**config.mk**
```make
export PLATFORM = sky130hd
export DESIGN_NAME = multi_cycle_control_unit
export DESIGN_NICKNAME = d
export VERILOG_FILES = /design/src/rtl/multi_cycle_control_unit.sv
export SDC_FILE = /design/constraint.sdc
export NUM_CORES = 1
export LEC_CHECK = 0
export CAP_MARGIN = 20
export CORE_UTILIZATION = 25
export DETAILED_ROUTE_END_ITERATION = 10
export SLEW_MARGIN = 0
export SYNTH_ARGS = -nofsm -noshare
export SYNTH_HDL_FRONTEND = slang
export SYNTH_SLANG_ARGS = --single-unit
```
**constraint.sdc**
```tcl
create_clock -name clk_i -period 2.3 [get_ports clk_i]
set_clock_uncertainty 0.2 [all_clocks]
set_input_delay 0.345 -clock clk_i [delete_from_list [all_inputs] [get_ports clk_i]]
set_output_delay 0.345 -clock clk_i [all_outputs]
set_load 0.02 [all_outputs]
```
**src/rtl/multi_cycle_control_unit.sv**
```systemverilog
// Multi-cycle RV32I sequencer: walks IF/ID/EX/MEM/WB one micro-step per cycle,
// driving the shared ALU, unified memory, IR, PC and register-file strobes.
module multi_cycle_control_unit #(
   parameter int INSTRET_WIDTH = 32
) (
   input  logic                     clk_i,
   input  logic                     rst_n_i,
   input  logic [6:0]               opcode_i,
   input  logic                     mem_ready_i,
   input  logic                     bcond_i,
   input  logic                     halt_req_i,
   output logic                     pc_write_o,
   output logic                     pc_write_cond_o,
   output logic                     pc_source_o,
   output logic                     i_or_d_o,
   output logic                     mem_read_o,
   output logic                     mem_write_o,
   output logic                     ir_write_o,
   output logic                     mem_to_reg_o,
   output logic                     reg_write_o,
   output logic                     alu_src_a_o,
   output logic [1:0]               alu_src_b_o,
   output logic [1:0]               alu_op_o,
   output logic                     is_ecall_o,
   output logic                     halted_o,
   output logic [INSTRET_WIDTH-1:0] instret_o
);

   localparam logic [6:0] OP_JAL       = 7'b1101111;
   localparam logic [6:0] OP_JALR      = 7'b1100111;
   localparam logic [6:0] OP_BRANCH    = 7'b1100011;
   localparam logic [6:0] OP_LOAD      = 7'b0000011;
   localparam logic [6:0] OP_STORE     = 7'b0100011;
   localparam logic [6:0] OP_ARITH     = 7'b0110011;
   localparam logic [6:0] OP_ARITH_IMM = 7'b0010011;
   localparam logic [6:0] OP_ECALL     = 7'b1110011;

   localparam logic [1:0] SRC_B_RS2  = 2'b00;
   localparam logic [1:0] SRC_B_FOUR = 2'b01;
   localparam logic [1:0] SRC_B_IMM  = 2'b10;

   localparam logic [1:0] ALU_ADD    = 2'b00;
   localparam logic [1:0] ALU_BRANCH = 2'b01;
   localparam logic [1:0] ALU_FUNCT  = 2'b10;

   typedef enum logic [2:0] {
      S_IF   = 3'd0,
      S_ID   = 3'd1,
      S_EX   = 3'd2,
      S_MEM  = 3'd3,
      S_WB   = 3'd4,
      S_HALT = 3'd5
   } state_e;

   state_e                   state_q, state_d;
   logic [INSTRET_WIDTH-1:0] instret_q;
   logic                     retire;

   logic is_jal, is_jalr, is_branch, is_load, is_store;
   logic is_arith, is_arith_imm, is_ecall_op, is_nop;

   always_comb begin
      is_jal       = (opcode_i == OP_JAL);
      is_jalr      = (opcode_i == OP_JALR);
      is_branch    = (opcode_i == OP_BRANCH);
      is_load      = (opcode_i == OP_LOAD);
      is_store     = (opcode_i == OP_STORE);
      is_arith     = (opcode_i == OP_ARITH);
      is_arith_imm = (opcode_i == OP_ARITH_IMM);
      is_ecall_op  = (opcode_i == OP_ECALL);
      is_nop       = !(is_jal || is_jalr || is_branch || is_load || is_store ||
                       is_arith || is_arith_imm || is_ecall_op);
   end

   always_ff @(posedge clk_i or negedge rst_n_i) begin
      if (!rst_n_i) begin
         state_q   <= S_IF;
         instret_q <= '0;
      end else begin
         state_q <= state_d;
         if (retire) begin
            instret_q <= instret_q + INSTRET_WIDTH'(1);
         end
      end
   end

   always_comb begin
      state_d         = state_q;
      retire          = 1'b0;
      pc_write_o      = 1'b0;
      pc_write_cond_o = 1'b0;
      pc_source_o     = 1'b0;
      i_or_d_o        = 1'b0;
      mem_read_o      = 1'b0;
      mem_write_o     = 1'b0;
      ir_write_o      = 1'b0;
      mem_to_reg_o    = 1'b0;
      reg_write_o     = 1'b0;
      alu_src_a_o     = 1'b0;
      alu_src_b_o     = SRC_B_RS2;
      alu_op_o        = ALU_ADD;
      is_ecall_o      = 1'b0;
      halted_o        = 1'b0;

      unique case (state_q)
         S_IF: begin
            mem_read_o = 1'b1;
            if (mem_ready_i) begin
               ir_write_o = 1'b1;
               state_d    = S_ID;
            end
         end

         S_ID: begin
            // ALUOut captures PC+imm here for later branch/jump targets
            alu_src_b_o = SRC_B_IMM;
            alu_op_o    = ALU_ADD;
            if (is_ecall_op) begin
               is_ecall_o = 1'b1;
               state_d    = halt_req_i ? S_HALT : S_WB;
            end else if (is_nop) begin
               state_d = S_WB;
            end else begin
               state_d = S_EX;
            end
         end

         S_EX: begin
            if (is_arith || is_arith_imm) begin
               alu_src_a_o = 1'b1;
               alu_src_b_o = is_arith_imm ? SRC_B_IMM : SRC_B_RS2;
               alu_op_o    = ALU_FUNCT;
               state_d     = S_WB;
            end else if (is_load || is_store || is_jalr) begin
               alu_src_a_o = 1'b1;
               alu_src_b_o = SRC_B_IMM;
               state_d     = is_jalr ? S_WB : S_MEM;
            end else if (is_branch) begin
               alu_src_a_o     = 1'b1;
               alu_op_o        = ALU_BRANCH;
               pc_write_cond_o = 1'b1;
               pc_source_o     = 1'b1;
               if (bcond_i) begin
                  retire  = 1'b1;
                  state_d = S_IF;
               end else begin
                  state_d = S_WB;
               end
            end else if (is_jal) begin
               // link PC+4 into rd while the PC loads the ALUOut target
               alu_src_b_o = SRC_B_FOUR;
               reg_write_o = 1'b1;
               pc_write_o  = 1'b1;
               pc_source_o = 1'b1;
               retire      = 1'b1;
               state_d     = S_IF;
            end else begin
               state_d = S_WB;
            end
         end

         S_MEM: begin
            i_or_d_o = 1'b1;
            if (is_store) begin
               mem_write_o = 1'b1;
               if (mem_ready_i) begin
                  alu_src_b_o = SRC_B_FOUR;
                  pc_write_o  = 1'b1;
                  retire      = 1'b1;
                  state_d     = S_IF;
               end
            end else begin
               mem_read_o = 1'b1;
               if (mem_ready_i) begin
                  state_d = S_WB;
               end
            end
         end

         S_WB: begin
            alu_src_b_o  = SRC_B_FOUR;
            pc_write_o   = 1'b1;
            pc_source_o  = is_jalr;
            reg_write_o  = is_arith || is_arith_imm || is_load || is_jalr;
            mem_to_reg_o = is_load;
            retire       = 1'b1;
            state_d      = S_IF;
         end

         S_HALT: begin
            halted_o = 1'b1;
         end

         default: begin
            state_d = S_IF;
         end
      endcase

      // Strobes must fall the instant reset asserts, not at the next edge
      if (!rst_n_i) begin
         retire          = 1'b0;
         pc_write_o      = 1'b0;
         pc_write_cond_o = 1'b0;
         pc_source_o     = 1'b0;
         i_or_d_o        = 1'b0;
         mem_read_o      = 1'b0;
         mem_write_o     = 1'b0;
         ir_write_o      = 1'b0;
         mem_to_reg_o    = 1'b0;
         reg_write_o     = 1'b0;
         alu_src_a_o     = 1'b0;
         alu_src_b_o     = SRC_B_RS2;
         alu_op_o        = ALU_ADD;
         is_ecall_o      = 1'b0;
         halted_o        = 1'b0;
      end
   end

   assign instret_o = instret_q;

endmodule
```
# After elaboration in Yosys (flattened, before gate mapping)
# Cells that the tools add are included.
# totals
regBits,35
in_bits,12
out_inout_bits,48
# op_classes
add_sub_neg,1
n_eq_ne,15
muxes,75
bitwise_logic,1
n_reduce_logical,14
# op_table
cell,count
1-bit 2-to-1 mux,49
3-bit 2-to-1 mux,12
32-bit by 1-bit adder with 32-bit output (second input constant),1
7-bit == test (second input constant),4
3-bit one-hot mux with 5 select lines,1
7-bit by 6-bit == test with 1-bit output (second input constant),2
2-bit 2-to-1 mux,7
1-bit logical OR,12
2-bit one-hot mux with 4 select lines,1
7-bit by 2-bit == test with 1-bit output (second input constant),1
7-bit by 5-bit == test with 1-bit output (second input constant),1
3-bit by 2-bit == test with 1-bit output (second input constant),2
3-bit == test (second input constant),2
1-bit one-hot mux with 2 select lines,3
1-bit one-hot mux with 3 select lines,2
2-bit inequality test (second input constant),2
3-bit by 1-bit == test with 1-bit output (second input constant),1
3-bit zero test,1
3-bit AND reduction,1
1-bit inverter,1

# Depth between registers and ports, before layout
# Gate-level depths: netlist (run 1).
# logic_depth
depth_word,11
depth_mapped,8

# Worst setup path after synthesis (run 1)
# Ideal clock, no wire load.
# synth_path
path_type,register to output
start,register state_q[0]
end,output pc_source_o
t_arrival_ps,1800
required_ps,1755
slack_ps,-45
path_stages_with_launch,6
path_buffers,1
cell_sequence,dfrtp_1 -> buf_2 -> nor2_1 -> nand3_1 -> nor3_1 -> o21bai_1
# synth_between
elab_chain_len,3
# synth_lines
item,line,text
start: declaration,55,"state_e state_q, state_d;"
start signal: assignment,80,state_q <= state_d;
3-bit == test or 3-bit by 2-bit == test with 1-bit output (tied branches),105,unique case (state_q)
1-bit one-hot mux with 2 select lines *,105,
1-bit 2-to-1 mux *,200,if (!rst_n_i) begin
end: declaration,14,"output logic pc_source_o,"
# Mark *: on every way between the ends. The rest lies on a longest branch, timed or not.

# Worst setup path after layout (run 1)
# layout_path
start,input opcode_i[3]
end,output pc_write_cond_o
# layout_between
elab_chain_len,7
# layout_lines
item,line,text
start: declaration,8,"input logic [6:0] opcode_i,"
7-bit by 2-bit == test with 1-bit output or 7-bit by 6-bit == test with 1-bit output (tied branches),"66, 67",
1-bit logical OR (2 in series),134,end else if (is_load || is_store || is_jalr) begin
1-bit 2-to-1 mux,134,
1-bit 2-to-1 mux *,129,if (is_arith || is_arith_imm) begin
1-bit 2-to-1 mux *,105,
1-bit 2-to-1 mux *,200,
end: declaration,13,"output logic pc_write_cond_o,"
# Marked as above.

==> results of run 1 <==
cell families after synthesis:
family / synth area share [%]
flip-flops: 41.2
AO/OA/AOI/OAI: 10.5
multiplexers: 1.53
buffers and inverters: 3.77
AND/OR/NAND/NOR: 29.6
adder cells (fa/ha/maj): 0.589
XOR/XNOR: 12.8
power by group through the flow:
stage	registers [uW]	logic (uW)	clock network [uW]
after floorplan	752	411	0
after global placement	737	892	0
after detailed placement	740	891	0
after CTS	728	912	678
after global routing	745	1050	699
final	732	963	666
worst max-delay path by stage:
stage	from	endpoint	cells past startpoint
after CTS	opcode_i[3]	instret_o[23]	9
after global routing	state_q[0]	instret_o[26]	6
final	opcode_i[3]	pc_write_cond_o	7
after detailed placement	opcode_i[2]	pc_write_o	8
after global placement	opcode_i[2]	alu_src_b_o[0]	8
after floorplan	opcode_i[3]	instret_o[1]	6
routing by layer:
layer | share of wire [%] | up-vias | track usage, %
met4 | 0.82 | 0 | 3.33
li1 | - | 1034 | -
met5 | 0 | - | 0
met3 | 3.7 | 6 | 3.24
met2 | 50 | 35 | 23.4
met1 | 46 | 990 | 17.8
sequential cells by signal, summed over array words and instances (netlist names):
| name | count |
|---|---|
| state_q | 3 |
| instret_o | 32 |
cell usage after synthesis (7+ instances only):
library cell | number | area [sq um]
inv_1 | 8 | 30.0
and3_1 | 7 | 43.8
xor2_1 | 15 | 131
nor3_1 | 14 | 70.1
nor2_1 | 18 | 67.6
a21oi_1 | 11 | 55.1
nand4_1 | 8 | 50.1
nand3_1 | 18 | 90.1
xnor2_1 | 16 | 140
nand2_1 | 20 | 75.1
dfrtp_1 | 35 | 876
worst max-delay path, cell delays in order:
cell and delay, ns:
dlygate4sd2_1 0.24, and4bb_4 0.36, buf_6 0.11, nand2_1 0.05
nor3_2 0.15, buf_4 0.14, clkdlybuf4s15_1 0.29
timing repair:
action,CTS,global route
resized for setup,63,21
setup endpoints to repair,40,25
pin swaps,9,13
hold buffers,1,0
endpoints found under the hold margin,18,0
setup buffers,2,2
layout by cell type, fill, tap and decap left out, drive strengths merged, types with 8 or more instances in the layout:
| cell | count |
|---|---|
| buf | 63 |
| clkdlybuf4s50 | 35 |
| dfrtp | 35 |
| nand2 | 20 |
| nand3 | 19 |
| nor2 | 18 |
| xnor2 | 16 |
| xor2 | 15 |
| nor3 | 15 |
| dlygate4sd2 | 11 |
| a21oi | 11 |
| inv | 8 |
| nand4 | 8 |
cell type report:
type | count | area (sq um)
fillers | 825 | 4760
clock buffers | 5 | 68.8
repair buffers | 117 | 998
inverters | 8 | 30.0
well taps | 105 | 131
flip-flops and latches | 35 | 877
clock inverters | 3 | 67.6
multi-input cells | 176 | 1280
per-stage QoR:
stage	utilization, %	setup TNS (ns)	worst slack, ns	cells	instance area (sq um)
2_1_floorplan	-	0	0.106	226	2130
4_1_cts	41.2	0	0.00205	448	3390
3_5_place_dp	39.0	-17.46	-0.684	437	3200
5_1_grt	42.0	-0.0595	-0.0266	449	3450
6_report	42.0	0	0.0520	449	3450
3_3_place_gp	39.0	-15.94	-0.651	437	3200
==> results.tsv, run 1 <==
stage	metric	value	unit
status	status	completed	
routing	drt_iter0_drc	51	
global_routing	antenna_found_initial	0	
yosys	synth_edf_count	0	
worst_setup_path	cp.required	1.75	ns
clock_tree	cts_tree	built	
floorplanning	row_count	33	
timing	maxSlewHeadroom	46.8	%
floorplanning	initial_utilization	25.9	%
timing	tightest_slew	0.795	ns
yosys	synth_warnings	0	
yosys	syn-num-nets	239	
yosys	ys.flop_type	dfrtp_1	
worst_setup_path	r2r-start	state_q[2]	
pwr	ir_worst_vdd	0.316	mV
finish	diodes	0	
global_routing	grt_pass1_wl	9680	um
timing	finalHoldViolCount	0	
worst_hold_path	hold_path.class	in2async	
clock_tree	ctsLongestPathBuffers	2	
worst_setup_path	timing.rr.end	instret_o[19]	
pwr	total_power	2360	uW
placement	gp_congestion	0.881	
pwr	internal_power	1580	uW
yosys	synth_area_per_cell	9.40	sq um
pwr	combPwrFrac	40.8	%
global_routing	overflow	0	
timing	setup_viol	0	
timing	fmax	0.445	GHz
global_routing	track_usage	13.9	%
yosys	synth_cell_types	45	
finish	drive_gt1_share	32.0	%
run	maxCapViolCount	0	
floorplanning	io-pin-count	60	
routing	drt_pass1_iterations	4	
routing	avgViaCountPerCell	4.60	
timing	drv_slew	0	
yosys	synth-seq-cells	35	
pwr	seqPwrFrac	31.0	%
pwr	p_switching	777	uW
floorplanning	coreArea	0.00822	sq mm
worst_setup_path	worstSetupPathType	in2out	
worst_setup_path	endpoint_kind	primary output	
clock_tree	h-tree-depth	2	
pwr	power_density	684	mW/mm^2
placement	hpwl	4670	um
yosys	netlist_instances	226	
clock_tree	clock-sinks	35	
worst_setup_path	reg2reg_depth	7	
timing	period_needed	2.25	ns
finish	area.growth.synth_to_final	62.5	%
worst_setup_path	arrival	1.70	ns
yosys	syn_area	0.00212	sq mm
clock_tree	root_buffer	clkbuf_8	
timing	fin_hold_ws	0.0867	ns
timing	rsz0062_at_grt	yes	
global_routing	grt_pass1_vias	2127	
yosys	ys_seq_area_share	41.2	%
floorplanning	die_y	94.2	um
finish	final_nets	356	
pwr	clkPwrFrac	28.2	%
worst_setup_path	startpoint_type	primary input	
worst_setup_path	rrSetupSlack	0.07	ns
floorplanning	fp.dieW	94.2	um
pwr	swShare	32.9	%
routing	wire_per_inst	13.2	um
routing	routed_wl	5950	um
global_routing	grt_max_degree	19	
floorplanning	die-area	0.00887	sq mm
pwr	p_leak	0.00158	uW
routing	ant_nets	0	
worst_setup_path	cp_max_fo	5	
clock_tree	clk_latency	0.30	ns
clock_tree	cts_buffers	5	
yosys	async_flop_share	100	%
routing	vias	2065	
timing	fin_crit_sh	97.7	%
clock_tree	clkTransAtPathRegs	0.08	ns
routing	route.detailed.drc	0	
placement	portBuffers	59	
No activity file was read; power rests on OpenSTA's default activity.
==> inputs of run 2 (changes only) <==
--- a/config.mk
+++ b/config.mk
@@ -7,6 +7,7 @@
 export LEC_CHECK = 0
 export CAP_MARGIN = 20
 export CORE_UTILIZATION = 25
+export CTS_CLUSTER_SIZE = 16
 export DETAILED_ROUTE_END_ITERATION = 10
 export SLEW_MARGIN = 0
 export SYNTH_ARGS = -nofsm -noshare
==> results of run 2 <==
Same layout as run 1: the final DEF is identical, and so are final timing and power.
==> inputs of run 3 (changes only) <==
--- a/config.mk
+++ b/config.mk
@@ -9,6 +9,7 @@
 export CORE_UTILIZATION = 25
 export CTS_CLUSTER_SIZE = 16
 export DETAILED_ROUTE_END_ITERATION = 10
+export PLACE_DENSITY_LB_ADDON = 0.15
 export SLEW_MARGIN = 0
 export SYNTH_ARGS = -nofsm -noshare
 export SYNTH_HDL_FRONTEND = slang
==> results.tsv, run 3 (same netlist as run 1, synthesis figures left out) <==
stage	metric	value	unit
status	status	completed	
pwr	power_density	628	mW/mm^2
routing	avgViaCountPerCell	4.53	
clock_tree	cts_tree	built	
finish	multi_input_area	0.00130	sq mm
routing	route.detailed.drc	0	
clock_tree	cts_buffers	5	
finish	final_util	42.1	%
placement	portBuffers	59	
global_routing	grt_pass1_wl	9960	um
clock_tree	root_buffer	clkbuf_8	
finish	area.growth.synth_to_final	62.8	%
clock_tree	ctsLongestPathBuffers	2	
global_routing	grt_max_degree	35	
worst_setup_path	critPathBufInv	4	
finish	largest_register_ffs	32	
worst_setup_path	slowest_delay	0.36	ns
routing	vias	2049	
placement	hpwl	4650	um
finish	layout_common_cells	57 x buf_4, 35 x clkdlybuf4s50_1, 33 x dfrtp_1, 20 x nand2_1, 18 x nor2_1	
timing	period_needed	2.25	ns
routing	drt_iter0_drc	93	
worst_setup_path	worstSetupPathType	in2reg	
routing	ant_nets	0	
worst_setup_path	critPathSlowestCell	and4bb_4	
finish	seqCellArea	878	sq um
routing	wire_per_inst	13.3	um
finish	diodes	0	
worst_setup_path	crit_chain	dlygate4sd2_1 -> and4bb_4 -> buf_6 -> and4b_2 -> o211ai_4 -> buf_4 -> a21oi_4 -> buf_6 -> mux2_2	
global_routing	grt_pass1_vias	1958	
worst_setup_path	startpoint_type	primary input	
timing	fmax	0.445	GHz
placement	gp_congestion	0.794	
clock_tree	clkTransAtPathRegs	0.07	ns
timing	drv_slew	0	
finish	instances_no_fill	452	
pwr	p_leak	0.00159	uW
finish	drive_gt1_share	33.4	%
finish	final_nets	359	
timing	tightest_slew	0.475	ns
global_routing	overflow	0	
floorplanning	initial_utilization	25.9	%
routing	routed_wl	6010	um
timing	maxSlewHeadroom	67.5	%
placement	dp.cells	440	
pwr	ir_worst_vdd	0.343	mV
worst_hold_path	hold_path.class	in2async	
floorplanning	coreArea	0.00822	sq mm
routing	drt_pass1_iterations	4	
worst_setup_path	arrival	2.22	ns
worst_setup_path	cp.required	2.27	ns
clock_tree	clk_latency	0.28	ns
timing	finalHoldViolCount	0	
floorplanning	die_y	94.2	um
finish	fillers	840	
floorplanning	io-pin-count	60	
timing	setup_viol	0	
clock_tree	h-tree-depth	2	
floorplanning	row_count	33	
global_routing	antenna_found_initial	0	
worst_setup_path	critical-path-top-delay-family	buffers and inverters	
timing	fin_crit_sh	97.7	%
timing	fin_setup_tns	0	ns
worst_setup_path	critPathMostFrequentCell	buf_6	
run	maxCapViolCount	0	
worst_setup_path	endpoint_kind	flip-flop	
floorplanning	fp.dieW	94.2	um
clock_tree	clock-sinks	35	
finish	final_common_cell	buf_4	
global_routing	track_usage	14.4	%
floorplanning	die-area	0.00887	sq mm
worst_setup_path	cp_max_fo	6	
[run 3: cell count changes in the layout (fill, tap and decap cells not counted), sizes merged]
cell / previous run / this run
bufinv: 2 / 0
clkdlybuf4s15: 4 / 2
dlygate4sd1: 1 / 0
buf: 63 / 69
clkbuf: 7 / 9
[run 3: per-layer routing]
metal	routed length [um]	global-route usage, %
met1	3030	20.9
met2	2720	22.1
met3	217	2.59
met4	39	2.69
met5	0	0
[run 3: worst min-delay path: cells and delay by family]
family | cells | cell delay (ns)
buf+inv | 3 | 0.72
[run 3: where the power goes]
part / switching (uW) / total (uW) / internal [uW]
registers: 70.7 / 740 / 670
clock network: 224 / 496 / 273
logic: 472 / 935 / 463
[run 3: stage by stage]
| step | instance area, sq um | power [uW] | hold slack [ns] | setup WS [ns] |
|---|---|---|---|---|
| after floorplan | 2130 | 1160 | -0.151 | 0.106 |
| after global placement | 3220 | 1630 | 0.158 | -0.619 |
| after detailed placement | 3220 | 1630 | 0.162 | -0.667 |
| after CTS | 3370 | 2140 | 0.180 | 0.0125 |
| after global routing | 3460 | 2320 | 0.228 | -0.0329 |
| final | 3460 | 2170 | 0.160 | 0.0524 |
[run 3: worst paths after layout]
path,from,endpoint,slack [ns],cells after the start
max,opcode_i[3],instret_o[1],0.05,9
min,rst_n_i,instret_o[9],0.16,3
max reg2reg,state_q[0],instret_o[25],0.10,7
min reg2reg,instret_o[29],instret_o[29],0.28,1
max in group asynchronous,rst_n_i,state_q[0],1.36,3
min in group clk_i,instret_o[29],instret_o[29],0.28,1
[run 3: area by class of cell]
class / count / share of cell area (%)
inverters: 8 / 0.868
clock buffers: 7 / 2.78
flip-flops and latches: 35 / 25.4
multi-input cells: 176 / 37.5
repair buffers: 120 / 29.5
well taps: 105 / 3.80
clock inverters: 1 / 0.217
[run 3: timing repair]
| item | 4_1_cts | 5_1_grt |
|---|---|---|
| hold buffers | 1 | 0 |
| hold endpoints to repair | 1 | 0 |
| setup buffers | 2 | 1 |
| resized for setup | 68 | 28 |
| gates cloned | 0 | 0 |
| endpoints found under the setup margin | 39 | 24 |
| pin swaps | 10 | 12 |
